$ cat src/rtl/muldiv_pkg.sv
// Shared definitions for the iterative RV32M multiply/divide unit:
// FUNCT3 encodings, FSM state encoding and the CALC cycle count helper.
package muldiv_pkg;

  localparam logic [2:0] F3_MUL    = 3'b000;
  localparam logic [2:0] F3_MULH   = 3'b001;
  localparam logic [2:0] F3_MULHSU = 3'b010;
  localparam logic [2:0] F3_MULHU  = 3'b011;
  localparam logic [2:0] F3_DIV    = 3'b100;
  localparam logic [2:0] F3_DIVU   = 3'b101;
  localparam logic [2:0] F3_REM    = 3'b110;
  localparam logic [2:0] F3_REMU   = 3'b111;

  typedef enum logic [1:0] {
    ST_IDLE  = 2'd0,
    ST_CALC  = 2'd1,
    ST_FINAL = 2'd2
  } state_t;

  // Number of CALC cycles for a given width and radix-2 steps per cycle.
  function automatic int calc_cycles(input int xlen, input int bits_per_cycle);
    return xlen / bits_per_cycle;
  endfunction

endpackage

$ cat src/rtl/muldiv_step.sv
// One combinational radix-2 step on the shared 2*XLEN accumulator.
//   multiply: acc = {partial_hi, multiplier_remaining}; add operand to the
//             high half when the current multiplier bit is set, shift right.
//   divide:   acc = {remainder, dividend/quotient}; shift left one bit,
//             subtract the divisor when it fits, shift the quotient bit in.
module muldiv_step
  import muldiv_pkg::*;
#(
  parameter int XLEN = 32
) (
  input  logic              is_div,
  input  logic [2*XLEN-1:0] acc_in,
  input  logic [XLEN-1:0]   operand,
  output logic [2*XLEN-1:0] acc_out
);

  logic [XLEN:0]   add_sum;
  logic [XLEN:0]   rem_trial;
  logic [XLEN-1:0] rem_diff;

  // Single add-shift or compare-subtract-shift step
  always_comb begin
    acc_out   = '0;
    add_sum   = {1'b0, acc_in[2*XLEN-1:XLEN]} + (acc_in[0] ? {1'b0, operand} : '0);
    rem_trial = acc_in[2*XLEN-1:XLEN-1];
    rem_diff  = rem_trial[XLEN-1:0] - operand;
    if (is_div) begin
      if (rem_trial >= {1'b0, operand}) begin
        acc_out = {rem_diff, acc_in[XLEN-2:0], 1'b1};
      end else begin
        acc_out = {rem_trial[XLEN-1:0], acc_in[XLEN-2:0], 1'b0};
      end
    end else begin
      acc_out = {add_sum, acc_in[XLEN-1:1]};
    end
  end

endmodule

$ cat src/rtl/muldiv_unit.sv
// Iterative RV32M multiply/divide unit for the EX stage.
// Operands are latched as magnitudes at launch, BITS_PER_CYCLE radix-2
// steps run per CALC cycle, and sign correction plus result selection
// happen on the FINAL edge.
// Optional build macro: MULDIV_EARLY_OUT_EN -- trivial cases (divide by
// zero, signed overflow, multiply by zero, |dividend| < |divisor|) skip
// CALC and go IDLE -> FINAL. Results are identical either way.
//
// Handshake: START is held high while the instruction sits in EX. BUSY
// stalls the pipeline while (START & ~DONE) or the FSM is not IDLE. DONE
// pulses one cycle with RESULT valid and BUSY low; START seen while DONE=1
// is ignored so the same instruction is never launched twice. KILL aborts
// at any edge and beats both START and the FINAL transition.
module muldiv_unit
  import muldiv_pkg::*;
#(
  parameter int XLEN           = 32,
  parameter int BITS_PER_CYCLE = 1
) (
  input  logic            CLK,
  input  logic            RESET,
  input  logic            START,
  input  logic [2:0]      FUNCT3,
  input  logic [XLEN-1:0] OPERAND1,
  input  logic [XLEN-1:0] OPERAND2,
  input  logic            KILL,
  output logic            BUSY,
  output logic            DONE,
  output logic [XLEN-1:0] RESULT,
  output state_t          dbg_state
);

  localparam int N = calc_cycles(XLEN, BITS_PER_CYCLE);
  localparam int CNT_W = (N > 1) ? $clog2(N) : 1;
  localparam logic [CNT_W-1:0] CNT_LAST = CNT_W'(N - 1);

  state_t             state, state_nxt;
  logic [CNT_W-1:0]   cnt;
  logic [2*XLEN-1:0]  acc, acc_next, acc_init;
  logic [XLEN-1:0]    operand_q, op1_q;
  logic [2:0]         funct3_q;
  logic               neg_q, rem_neg_q, div_zero_q;

  logic               launch, is_div_in, a_signed, b_signed, a_neg, b_neg;
  logic               div_zero_in, early;
  logic [XLEN-1:0]    a_mag, b_mag;

  logic [2*XLEN-1:0]  prod_s;
  logic [XLEN-1:0]    quo_s, rem_s, final_res;

  assign dbg_state = state;
  assign launch    = (state == ST_IDLE) & START & ~DONE & ~KILL;
  assign BUSY      = ~RESET & ((START & ~DONE) | (state != ST_IDLE));

  // Launch decode: signedness per FUNCT3, magnitudes, early-out detection
  always_comb begin
    is_div_in   = FUNCT3[2];
    a_signed    = (FUNCT3 == F3_MULH) | (FUNCT3 == F3_MULHSU) |
                  (FUNCT3 == F3_DIV)  | (FUNCT3 == F3_REM);
    b_signed    = (FUNCT3 == F3_MULH) | (FUNCT3 == F3_DIV) | (FUNCT3 == F3_REM);
    a_neg       = a_signed & OPERAND1[XLEN-1];
    b_neg       = b_signed & OPERAND2[XLEN-1];
    a_mag       = a_neg ? -OPERAND1 : OPERAND1;
    b_mag       = b_neg ? -OPERAND2 : OPERAND2;
    div_zero_in = is_div_in & (OPERAND2 == '0);
`ifdef MULDIV_EARLY_OUT_EN
    if (is_div_in) begin
      early = div_zero_in | (a_mag < b_mag) |
              (a_signed & (OPERAND1 == {1'b1, {(XLEN-1){1'b0}}}) & (OPERAND2 == '1));
    end else begin
      early = (OPERAND1 == '0) | (OPERAND2 == '0);
    end
`else
    early = 1'b0;
`endif
    // Early-out accumulators hold the finished unsigned answer; overflow
    // already has it as {0, |dividend|} because |divisor| is 1.
    if (!is_div_in) begin
      acc_init = early ? '0 : {{XLEN{1'b0}}, b_mag};
    end else if (early && (a_mag < b_mag)) begin
      acc_init = {a_mag, {XLEN{1'b0}}};
    end else begin
      acc_init = {{XLEN{1'b0}}, a_mag};
    end
  end

  // Chain of BITS_PER_CYCLE radix-2 steps evaluated each CALC cycle
  for (genvar i = 0; i < BITS_PER_CYCLE; i++) begin : g_step
    logic [2*XLEN-1:0] stage_in, stage_out;
    if (i == 0) begin : g_first
      assign stage_in = acc;
    end else begin : g_next
      assign stage_in = g_step[i-1].stage_out;
    end
    muldiv_step #(.XLEN(XLEN)) u_step (
      .is_div  (funct3_q[2]),
      .acc_in  (stage_in),
      .operand (operand_q),
      .acc_out (stage_out)
    );
  end
  assign acc_next = g_step[BITS_PER_CYCLE-1].stage_out;

  // Sign correction and result select applied on the FINAL edge
  always_comb begin
    prod_s    = neg_q ? -acc : acc;
    quo_s     = neg_q ? -acc[XLEN-1:0] : acc[XLEN-1:0];
    rem_s     = rem_neg_q ? -acc[2*XLEN-1:XLEN] : acc[2*XLEN-1:XLEN];
    final_res = '0;
    case (funct3_q)
      F3_MUL:                         final_res = prod_s[XLEN-1:0];
      F3_MULH, F3_MULHSU, F3_MULHU:   final_res = prod_s[2*XLEN-1:XLEN];
      F3_DIV, F3_DIVU:                final_res = div_zero_q ? '1 : quo_s;
      default:                        final_res = div_zero_q ? op1_q : rem_s;
    endcase
  end

  // FSM state register
  always_ff @(posedge CLK or posedge RESET) begin
    if (RESET) state <= ST_IDLE;
    else       state <= state_nxt;
  end

  // FSM next state: KILL wins over everything
  always_comb begin
    state_nxt = state;
    if (KILL) begin
      state_nxt = ST_IDLE;
    end else begin
      case (state)
        ST_IDLE:  if (START && !DONE) state_nxt = early ? ST_FINAL : ST_CALC;
        ST_CALC:  if (cnt == CNT_LAST) state_nxt = ST_FINAL;
        ST_FINAL: state_nxt = ST_IDLE;
        default:  state_nxt = ST_IDLE;
      endcase
    end
  end

  // Datapath: operand capture, iteration, result and DONE pulse
  always_ff @(posedge CLK or posedge RESET) begin
    if (RESET) begin
      cnt        <= '0;
      acc        <= '0;
      operand_q  <= '0;
      op1_q      <= '0;
      funct3_q   <= '0;
      neg_q      <= 1'b0;
      rem_neg_q  <= 1'b0;
      div_zero_q <= 1'b0;
      RESULT     <= '0;
      DONE       <= 1'b0;
    end else begin
      DONE <= 1'b0;
      if (launch) begin
        cnt        <= '0;
        acc        <= acc_init;
        operand_q  <= is_div_in ? b_mag : a_mag;
        op1_q      <= OPERAND1;
        funct3_q   <= FUNCT3;
        neg_q      <= a_neg ^ b_neg;
        rem_neg_q  <= a_neg;
        div_zero_q <= div_zero_in;
      end else if (state == ST_CALC && !KILL) begin
        acc <= acc_next;
        cnt <= cnt + 1'b1;
      end
      if (state == ST_FINAL && !KILL) begin
        RESULT <= final_res;
        DONE   <= 1'b1;
      end
    end
  end

endmodule

$ cat config.mk
export PLATFORM = sky130hd
export DESIGN_NAME = muldiv_unit
export DESIGN_NICKNAME = d
export VERILOG_FILES = /design/src/rtl/muldiv_pkg.sv /design/src/rtl/muldiv_step.sv /design/src/rtl/muldiv_unit.sv
export SDC_FILE = /design/constraint.sdc
export NUM_CORES = 1
export LEC_CHECK = 0
export ABC_AREA = 0
export CAP_MARGIN = 20
export CORE_MARGIN = 3
export CORE_UTILIZATION = 50
export CTS_CLUSTER_DIAMETER = 50
export DETAILED_ROUTE_END_ITERATION = 7
export PLACE_DENSITY = 0.72
export SETUP_SLACK_MARGIN = 0.15
export SYNTH_ARGS = -nofsm -noshare
export SYNTH_HDL_FRONTEND = slang
export SYNTH_HIERARCHICAL = 1
export SYNTH_SLANG_ARGS = --single-unit
$ cat constraint.sdc
create_clock -name CLK -period 5.7 [get_ports CLK]
set_input_delay 1.14 -clock CLK [delete_from_list [all_inputs] [get_ports CLK]]
set_output_delay 1.14 -clock CLK [all_outputs]
set_load 0.01 [all_outputs]
## Word-level counts from Yosys, hierarchy flattened

Index checks and enable logic that the tools add are counted.
Widths: inputs -> output; s select.

- Add/subtract/negate cells: 8
- $lt $le $gt $ge: 1
- Eq/ne operators: 14
- Muxes and demuxes: 22
- Bitwise logic cells: 18
- Reduce and logical (&&, ||, !) cells: 13

Operators with widths:

| cell | number |
|---|---|
| $mux 64 | 5 |
| $mux 32 | 9 |
| $neg 32->32 | 4 |
| $pmux 32 s3 | 1 |
| $neg 64->64 | 1 |
| $add 32x33->33 | 1 |
| $ge 33x32->1 | 1 |
| $logic_not 32->1 | 1 |
| $sub 32x32->32 | 1 |
| $eq 3x3->1 const B | 4 |
| $mux 5 | 2 |
| $eq 3x2->1 const B | 3 |
| $and 1x1->1 | 8 |
| $eq 3x1->1 const B | 2 |
| $mux 2 | 3 |
| $or 1x1->1 | 6 |
| $add 5x1->5 const B | 1 |
| $eq 5x5->1 const B | 1 |
| $pmux 2 s2 | 1 |
| $reduce_bool 2->1 | 2 |
| $logic_and 1x1->1 | 3 |
| $logic_not 3->1 | 1 |
| $ne 3x2->1 const B | 1 |
| $ne 3x3->1 const B | 1 |
| 10 further kinds | 13 |

- Register bits after elaboration: 174
- Input port bits: 71
- Output and inout bits: 36
- Logic and storage cells: 87

## Depth between registers and ports, before layout

- Depth in word-level cells: 8
- Mapped depth: 15
- Depth with buffers taken out: 15

## Modules after synthesis

Netlist, hierarchy kept.

By module, submodules not included:

| module | instances | cells each | area an instance (um^2) | sequential area each (um^2) |
|---|---|---|---|---|
| muldiv_unit | 1 | 1523 | 12139.1 | 4354.2 |
| muldiv_step | 1 | 646 | 4583.1 | 0.0 |

## Least setup slack after synthesis

No wires, ideal clock.

- Path kind: flip-flop to flip-flop
- Start point: register acc[0]
- End point: register acc[63]
- Library setup time: 136 ps
- Data arrival time: 3249 ps
- Data required time: 5564 ps
- Setup slack: 2315 ps
- Stages on the path, launching flop included: 16
- Path buffers: 1
- Period minus slack after synthesis: 3385 ps
- Path through: dfrtp_1 -> clkbuf_1 -> and2_1 -> ha_1 -> fa_1 -> a211oi_1 -> nor4_1 -> nor3_2 -> nor3_1 -> o221a_2 -> a221o_1 -> a22oi_1 -> a21boi_0 -> o32a_1 -> nand2_1 -> a21oi_1

- Word-level cells in the longest chain between the ends: 5

RTL lines:

| element | line | RTL |
|---|---|---|
| from (decl) | muldiv_unit.sv:39 | `logic [2*XLEN-1:0] acc, acc_next, acc_init;` |
| from (signal assigned) | muldiv_unit.sv:156 | `acc <= acc_init;` |
| from (signal assigned) | muldiv_unit.sv:164 | `acc <= acc_next;` |
| $mux 32 | muldiv_step.sv:24 | `add_sum = {1'b0, acc_in[2*XLEN-1:XLEN]} + (acc_in[0] ? {1'b0, operand} : '0);` |
| $add 32x33->33 | muldiv_step.sv:24 |  |
| $mux 64 | muldiv_step.sv:27 | `if (is_div) begin` |
| via acc_next[63] | muldiv_unit.sv:39 |  |
| $mux 64 | muldiv_unit.sv:163 | `end else if (state == ST_CALC && !KILL) begin` |
| $mux 64 | muldiv_unit.sv:154 | `if (launch) begin` |

The timed path passes the listed nets, and every way through them passes these cells. The select of a mux whose other input is x is not followed.
A chain may end at the register's enable or synchronous reset.

## Worst setup path after layout

- Start point: register acc[37]
- End point: register acc[46]

- Word-level cells in the longest chain between the ends: 5
- Elaborated cells on any way between the ends: 7
- Classes of those cells: 2 x add/sub; 1 x order compare; 4 x mux

RTL lines:

| element | line | RTL |
|---|---|---|
| $sub 32x32->32 or $ge 33x32->1 (tied branches) | muldiv_step.sv:26, muldiv_step.sv:28 |  |
| $mux 64 | muldiv_step.sv:28 | `if (rem_trial >= {1'b0, operand}) begin` |
| $mux 64 * | muldiv_step.sv:27 |  |
| via acc_next[46] | muldiv_unit.sv:39 |  |
| $mux 64 * | muldiv_unit.sv:163 |  |
| $mux 64 * | muldiv_unit.sv:154 |  |

The timed path passes the listed nets; every way through them passes the cells marked *. The select of a mux whose other input is x is not followed.

==> results_tabular.tex <==
\begin{tabular}{lr}
\hline
Metric & Value \\
\hline
\multicolumn{2}{l}{\textbf{Synthesis}} \\
\quad Gate count after technology mapping & 2,169 \\
\quad Most used flip-flop cell after synthesis & sky130\_fd\_sc\_hd\_\_dfrtp\_1 \\
\quad Simple-gate share of the synthesized area & 0.234 \\
\quad EDFF count, synth & 0 \\
\quad Sequential-to-total area share from yosys stat & 0.260 \\
\quad Mux cell area share after synthesis & 0.0589 \\
\quad Combinational family with the most area after synthesis & compound AO/OA/AOI/OAI gates \\
\quad Syn\_nets & 2,312 \\
\quad Average footprint of a synthesized cell & 7.71 um\^{}2 \\
\quad Post-Syn Area & 0.0167 mm\^{}2 \\
\quad Async SR Flop Fraction & 1.00 \\
\quad Ys Warns & 6 \\
\quad Count of unique library cells instantiated by Yosys & 90 \\
\quad Post-Synth XOR/XNOR Area & 0.0848 \\
\quad Register bit count reported by yosys & 174 \\
\quad Compound-Gate Fraction of Synth Area & 0.253 \\
\quad Adder-cell area share of the yosys netlist & 0.0548 \\
\multicolumn{2}{l}{\textbf{Worst hold path}} \\
\quad Hold/Removal Path Class & reg2reg \\
\quad Worst Min Path Start & RESULT[1]\$\_DFFE\_PP0P\_ \\
\multicolumn{2}{l}{\textbf{Floorplanning}} \\
\quad Core region area & 0.0328 mm\^{}2 \\
\quad Height of the chip & 189 um \\
\quad Horizontal die dimension & 189 um \\
\quad Effective utilization at floorplan & 0.510 \\
\quad Top-Level Pins & 107 \\
\quad Die Outline Area & 0.0357 mm\^{}2 \\
\quad Number of standard-cell rows in the floorplan & 66 \\
\multicolumn{2}{l}{\textbf{Clock tree}} \\
\quad Number of hold buffers added after CTS & 0 \\
\quad Maximum clock path buffer count & 2 \\
\quad Clk pin slew, worst setup/hold paths & 0.07 ns \\
\quad Clock tree from TritonCTS & done \\
\quad Number of clock buffers inserted by TritonCTS & 17 \\
\quad Resize count post-CTS & 0 \\
\quad Clock sinks & 174 \\
\quad H-tree level count & 4 \\
\quad Clock Latency Late Sink & 0.46 ns \\
\quad Count of buffers added by post-CTS timing repair for setup & 0 \\
\quad Buffer type at the clock tree root & sky130\_fd\_sc\_hd\_\_clkbuf\_16 \\
\multicolumn{2}{l}{\textbf{Flow run}} \\
\quad Max Cap Viol & 0 \\
\multicolumn{2}{l}{\textbf{GRT}} \\
\quad Via count of the first global-routing pass & 16,700 \\
\quad Wire length of the first global-routing pass & 99,000 um \\
\quad Initial antenna violation count & 1 \\
\quad Pin count of the biggest net entering global routing & 144 \\
\quad GRT Total Usage & 0.355 \\
\quad Remaining Overflow, GRT & 0 \\
\multicolumn{2}{l}{\textbf{Timing}} \\
\quad Total negative setup slack & 0 ns \\
\quad Fin Clk Skew & 0.0156 ns \\
\quad RSZ-0062 raised after global routing & false \\
\quad Highest Clock Rate & 253 MHz \\
\quad Final worst-path cycle share & 0.693 \\
\quad Pins Over Slew Limit & 0 \\
\quad Slew of the pin with the lowest slew margin & 1.12 ns \\
\quad Final hold violation count & 0 \\
\quad Final setup violation count & 0 \\
\quad Relative slew slack & 0.250 \\
\quad Clock period minus final worst setup slack & 3.95 ns \\
\multicolumn{2}{l}{\textbf{Worst setup path}} \\
\quad WP buf/inv & 1 \\
\quad Slowest library cell on the worst path & sky130\_fd\_sc\_hd\_\_nor2\_4 \\
\quad Dominant delay contributor by cell family on the critical path & simple AND/OR/NAND/NOR gates \\
\quad Maximum single-stage delay on the critical path & 0.64 ns \\
\quad Critical path class & reg2reg \\
\quad Worst-path fanout max & 26 \\
\quad Cell-by-cell trace of the critical path & ha\_1 > nand4\_2 > nor4\_1 > a311o\_1 > o21bai\_4 > o22ai\_2 > nor2\_4 > buf\_4 > mux2i\_1 > a21oi\_1 > nand2\_1 > a21oi\_1 \\
\quad Worst Setup End Kind & flip-flop \\
\quad Critical path's most frequent cell & sky130\_fd\_sc\_hd\_\_a21oi\_1 \\
\quad Worst reg2reg path startpoint & acc[37]\$\_DFFE\_PP0P\_ \\
\quad Setup crit start kind & flip-flop \\
\quad Data arrival at the endpoint of the critical path & 4.24 ns \\
\quad Start point of the critical path & acc[37]\$\_DFFE\_PP0P\_ \\
\quad Endpoint required time on the critical path & 5.99 ns \\
\multicolumn{2}{l}{\textbf{Power}} \\
\quad Power density normalized to cell area & 412 mW/mm\^{}2 \\
\quad Final Power & 0.00768 W \\
\quad Maximum ir drop on the vdd rail & 0.000276 V \\
\quad P\_leak & 7.63 nW \\
\multicolumn{2}{l}{\textbf{Place}} \\
\quad Half-perimeter wire length after placement & 47,800 um \\
\quad Port Buffers & 106 \\
\quad GP Congestion & 1.05 \\
\multicolumn{2}{l}{\textbf{Status}} \\
\quad Run status & complete, no violations \\
\multicolumn{2}{l}{\textbf{Layout}} \\
\quad Proportion of layout cells with a drive suffix above 1 & 0.0752 \\
\quad Net count, final & 2,323 \\
\quad Top library cells by usage in the layout, fill and taps aside & sky130\_fd\_sc\_hd\_\_nand2\_1 (346), sky130\_fd\_sc\_hd\_\_dfrtp\_1 (173), sky130\_fd\_sc\_hd\_\_a21oi\_1 (164), sky130\_fd\_sc\_hd\_\_nor2\_1 (145), sky130\_fd\_sc\_hd\_\_o21ai\_0 (109) \\
\quad Area growth, synth to finish & 11.5\% \\
\quad Count of filler cells inserted in the layout & 3,131 \\
\quad Leading cell type in the layout, fill and taps excluded & sky130\_fd\_sc\_hd\_\_nand2\_1 \\
\multicolumn{2}{l}{\textbf{Route}} \\
\quad Total vias in the final route & 17,800 \\
\quad Number of nets with antenna violations after routing & 0 \\
\quad Iteration count of the initial detailed-routing pass & 7 \\
\quad Iteration-0 DRC Markers & 2,377 \\
\quad Routed WL per cell & 24.5 um \\
\quad DRC violations left & 0 \\
\quad Final routed wirelength across all metal layers & 64,500 um \\
\quad Vias per cell & 6.74 \\
\hline
\end{tabular}
==> sequential cells by signal, indices dropped and copies added (netlist names) <==
signal	cells
acc	64
RESULT	32
op1_q	32
operand_q	32
cnt	5
funct3_q	3
dbg_state	2
DONE	1
div_zero_q	1
neg_q	1
rem_neg_q	1
==> where the power goes <==
part | switching (W) | internal (W) | leakage, nW
Clock | 0.000565 | 0.000679 | 0.288
Combinational | 0.00268 | 0.00169 | 5.11
Sequential | 0.000588 | 0.00148 | 2.23
==> synth_stat cells (6+ instances only) <==
library cell,n,area [um^2]
sky130_fd_sc_hd__a21o_1,25,188
sky130_fd_sc_hd__a31o_2,10,87.6
sky130_fd_sc_hd__o21ai_1,18,90.1
sky130_fd_sc_hd__a221o_1,7,70.1
sky130_fd_sc_hd__buf_6,7,78.8
sky130_fd_sc_hd__a221oi_1,14,123
sky130_fd_sc_hd__a21oi_1,164,821
sky130_fd_sc_hd__ha_1,70,876
sky130_fd_sc_hd__xor2_1,81,709
sky130_fd_sc_hd__mux2_2,39,439
sky130_fd_sc_hd__a222oi_1,11,110
sky130_fd_sc_hd__a21boi_0,8,60.1
sky130_fd_sc_hd__o21ai_0,109,546
sky130_fd_sc_hd__or4_1,25,188
sky130_fd_sc_hd__or3_1,38,238
sky130_fd_sc_hd__nor3_1,43,215
sky130_fd_sc_hd__o41ai_1,18,158
sky130_fd_sc_hd__inv_1,67,251
sky130_fd_sc_hd__o31ai_1,28,210
sky130_fd_sc_hd__nand2_1,347,1300
sky130_fd_sc_hd__nor4_1,39,244
sky130_fd_sc_hd__dfrtp_1,174,4350
sky130_fd_sc_hd__o21a_1,11,82.6
sky130_fd_sc_hd__buf_2,11,55.1
sky130_fd_sc_hd__and2_1,38,238
sky130_fd_sc_hd__a31oi_1,36,225
sky130_fd_sc_hd__nand2b_1,13,81.3
sky130_fd_sc_hd__or2_2,13,81.3
sky130_fd_sc_hd__clkbuf_1,123,462
sky130_fd_sc_hd__o221ai_1,25,219
sky130_fd_sc_hd__mux2i_1,53,531
sky130_fd_sc_hd__o22ai_1,11,68.8
sky130_fd_sc_hd__a211oi_1,17,128
sky130_fd_sc_hd__nand3_1,33,165
sky130_fd_sc_hd__o211ai_1,34,255
sky130_fd_sc_hd__and3_1,11,68.8
sky130_fd_sc_hd__a22oi_1,6,45.0
sky130_fd_sc_hd__nor2_1,145,544
sky130_fd_sc_hd__xnor2_1,81,709
sky130_fd_sc_hd__a41oi_1,11,96.3
sky130_fd_sc_hd__o21bai_1,11,82.6
sky130_fd_sc_hd__buf_1,15,56.3
sky130_fd_sc_hd__nand4_1,26,163
sky130_fd_sc_hd__nor3b_1,12,90.1
==> path summary, 6_finish.rpt <==
kind | end | slack [ns] | cells after the start
min in group asynchronous | acc[40]$_DFFE_PP0P_ | 1.21 | 3
worst min register to register | RESULT[1]$_DFFE_PP0P_ | 0.49 | 2
max in group asynchronous | RESULT[15]$_DFFE_PP0P_ | 3.74 | 3
worst min-delay path | RESULT[1]$_DFFE_PP0P_ | 0.49 | 2
worst max-delay path | acc[46]$_DFFE_PP0P_ | 1.75 | 12
worst max register to register | acc[46]$_DFFE_PP0P_ | 1.75 | 12
==> layout make-up <==
| cell class | count | area, um^2 | share of cell area |
|---|---|---|---|
| clock buffers | 22 | 464 | 0.0249 |
| repair buffers | 148 | 1390 | 0.0745 |
| flip-flops and latches | 174 | 4360 | 0.234 |
| multi-input cells | 1770 | 11500 | 0.616 |
| diodes | 1 | 2.50 | 0.000134 |
| clock inverters | 10 | 128 | 0.00685 |
| inverters | 69 | 263 | 0.0141 |
| well taps | 442 | 553 | 0.0297 |
==> per-stage QoR <==
| step | util | area (um^2) | setup WS [ns] | cells | hold WS, ns |
|---|---|---|---|---|---|
| floorplan | - | 16700 | 2.32 | 2169 | 0.440 |
| global placement | 0.550 | 18000 | 1.61 | 2602 | 0.460 |
| detailed placement | 0.550 | 18000 | 1.51 | 2603 | 0.473 |
| CTS | 0.569 | 18600 | 1.83 | 2635 | 0.491 |
| global route | 0.569 | 18600 | 1.52 | 2635 | 0.530 |
| finish | 0.569 | 18600 | 1.75 | 2636 | 0.492 |
==> tightest hold or removal path: stages, from the launching register on <==
cell	delay, ns
sky130_fd_sc_hd__dfrtp_1	0.34
sky130_fd_sc_hd__nand2_1	0.05
sky130_fd_sc_hd__o21ai_0	0.06
==> layer usage <==
layer / wire [um] / up-vias / GRT usage
li1: - / 7947 / -
met1: 26300 / 8528 / 0.483
met2: 27700 / 1100 / 0.529
met3: 7330 / 180 / 0.0911
met4: 3190 / 0 / 0.167
met5: 0 / - / 0
==> cells by family after synthesis <==
family | Yosys count
flip-flops | 174
adder cells (fa/ha/maj) | 72
multiplexers | 93
AO/OA/AOI/OAI | 626
buffers and inverters | 225
XOR/XNOR | 162
AND/OR/NAND/NOR | 817
Note: power is estimated with default switching activity, not from simulation.
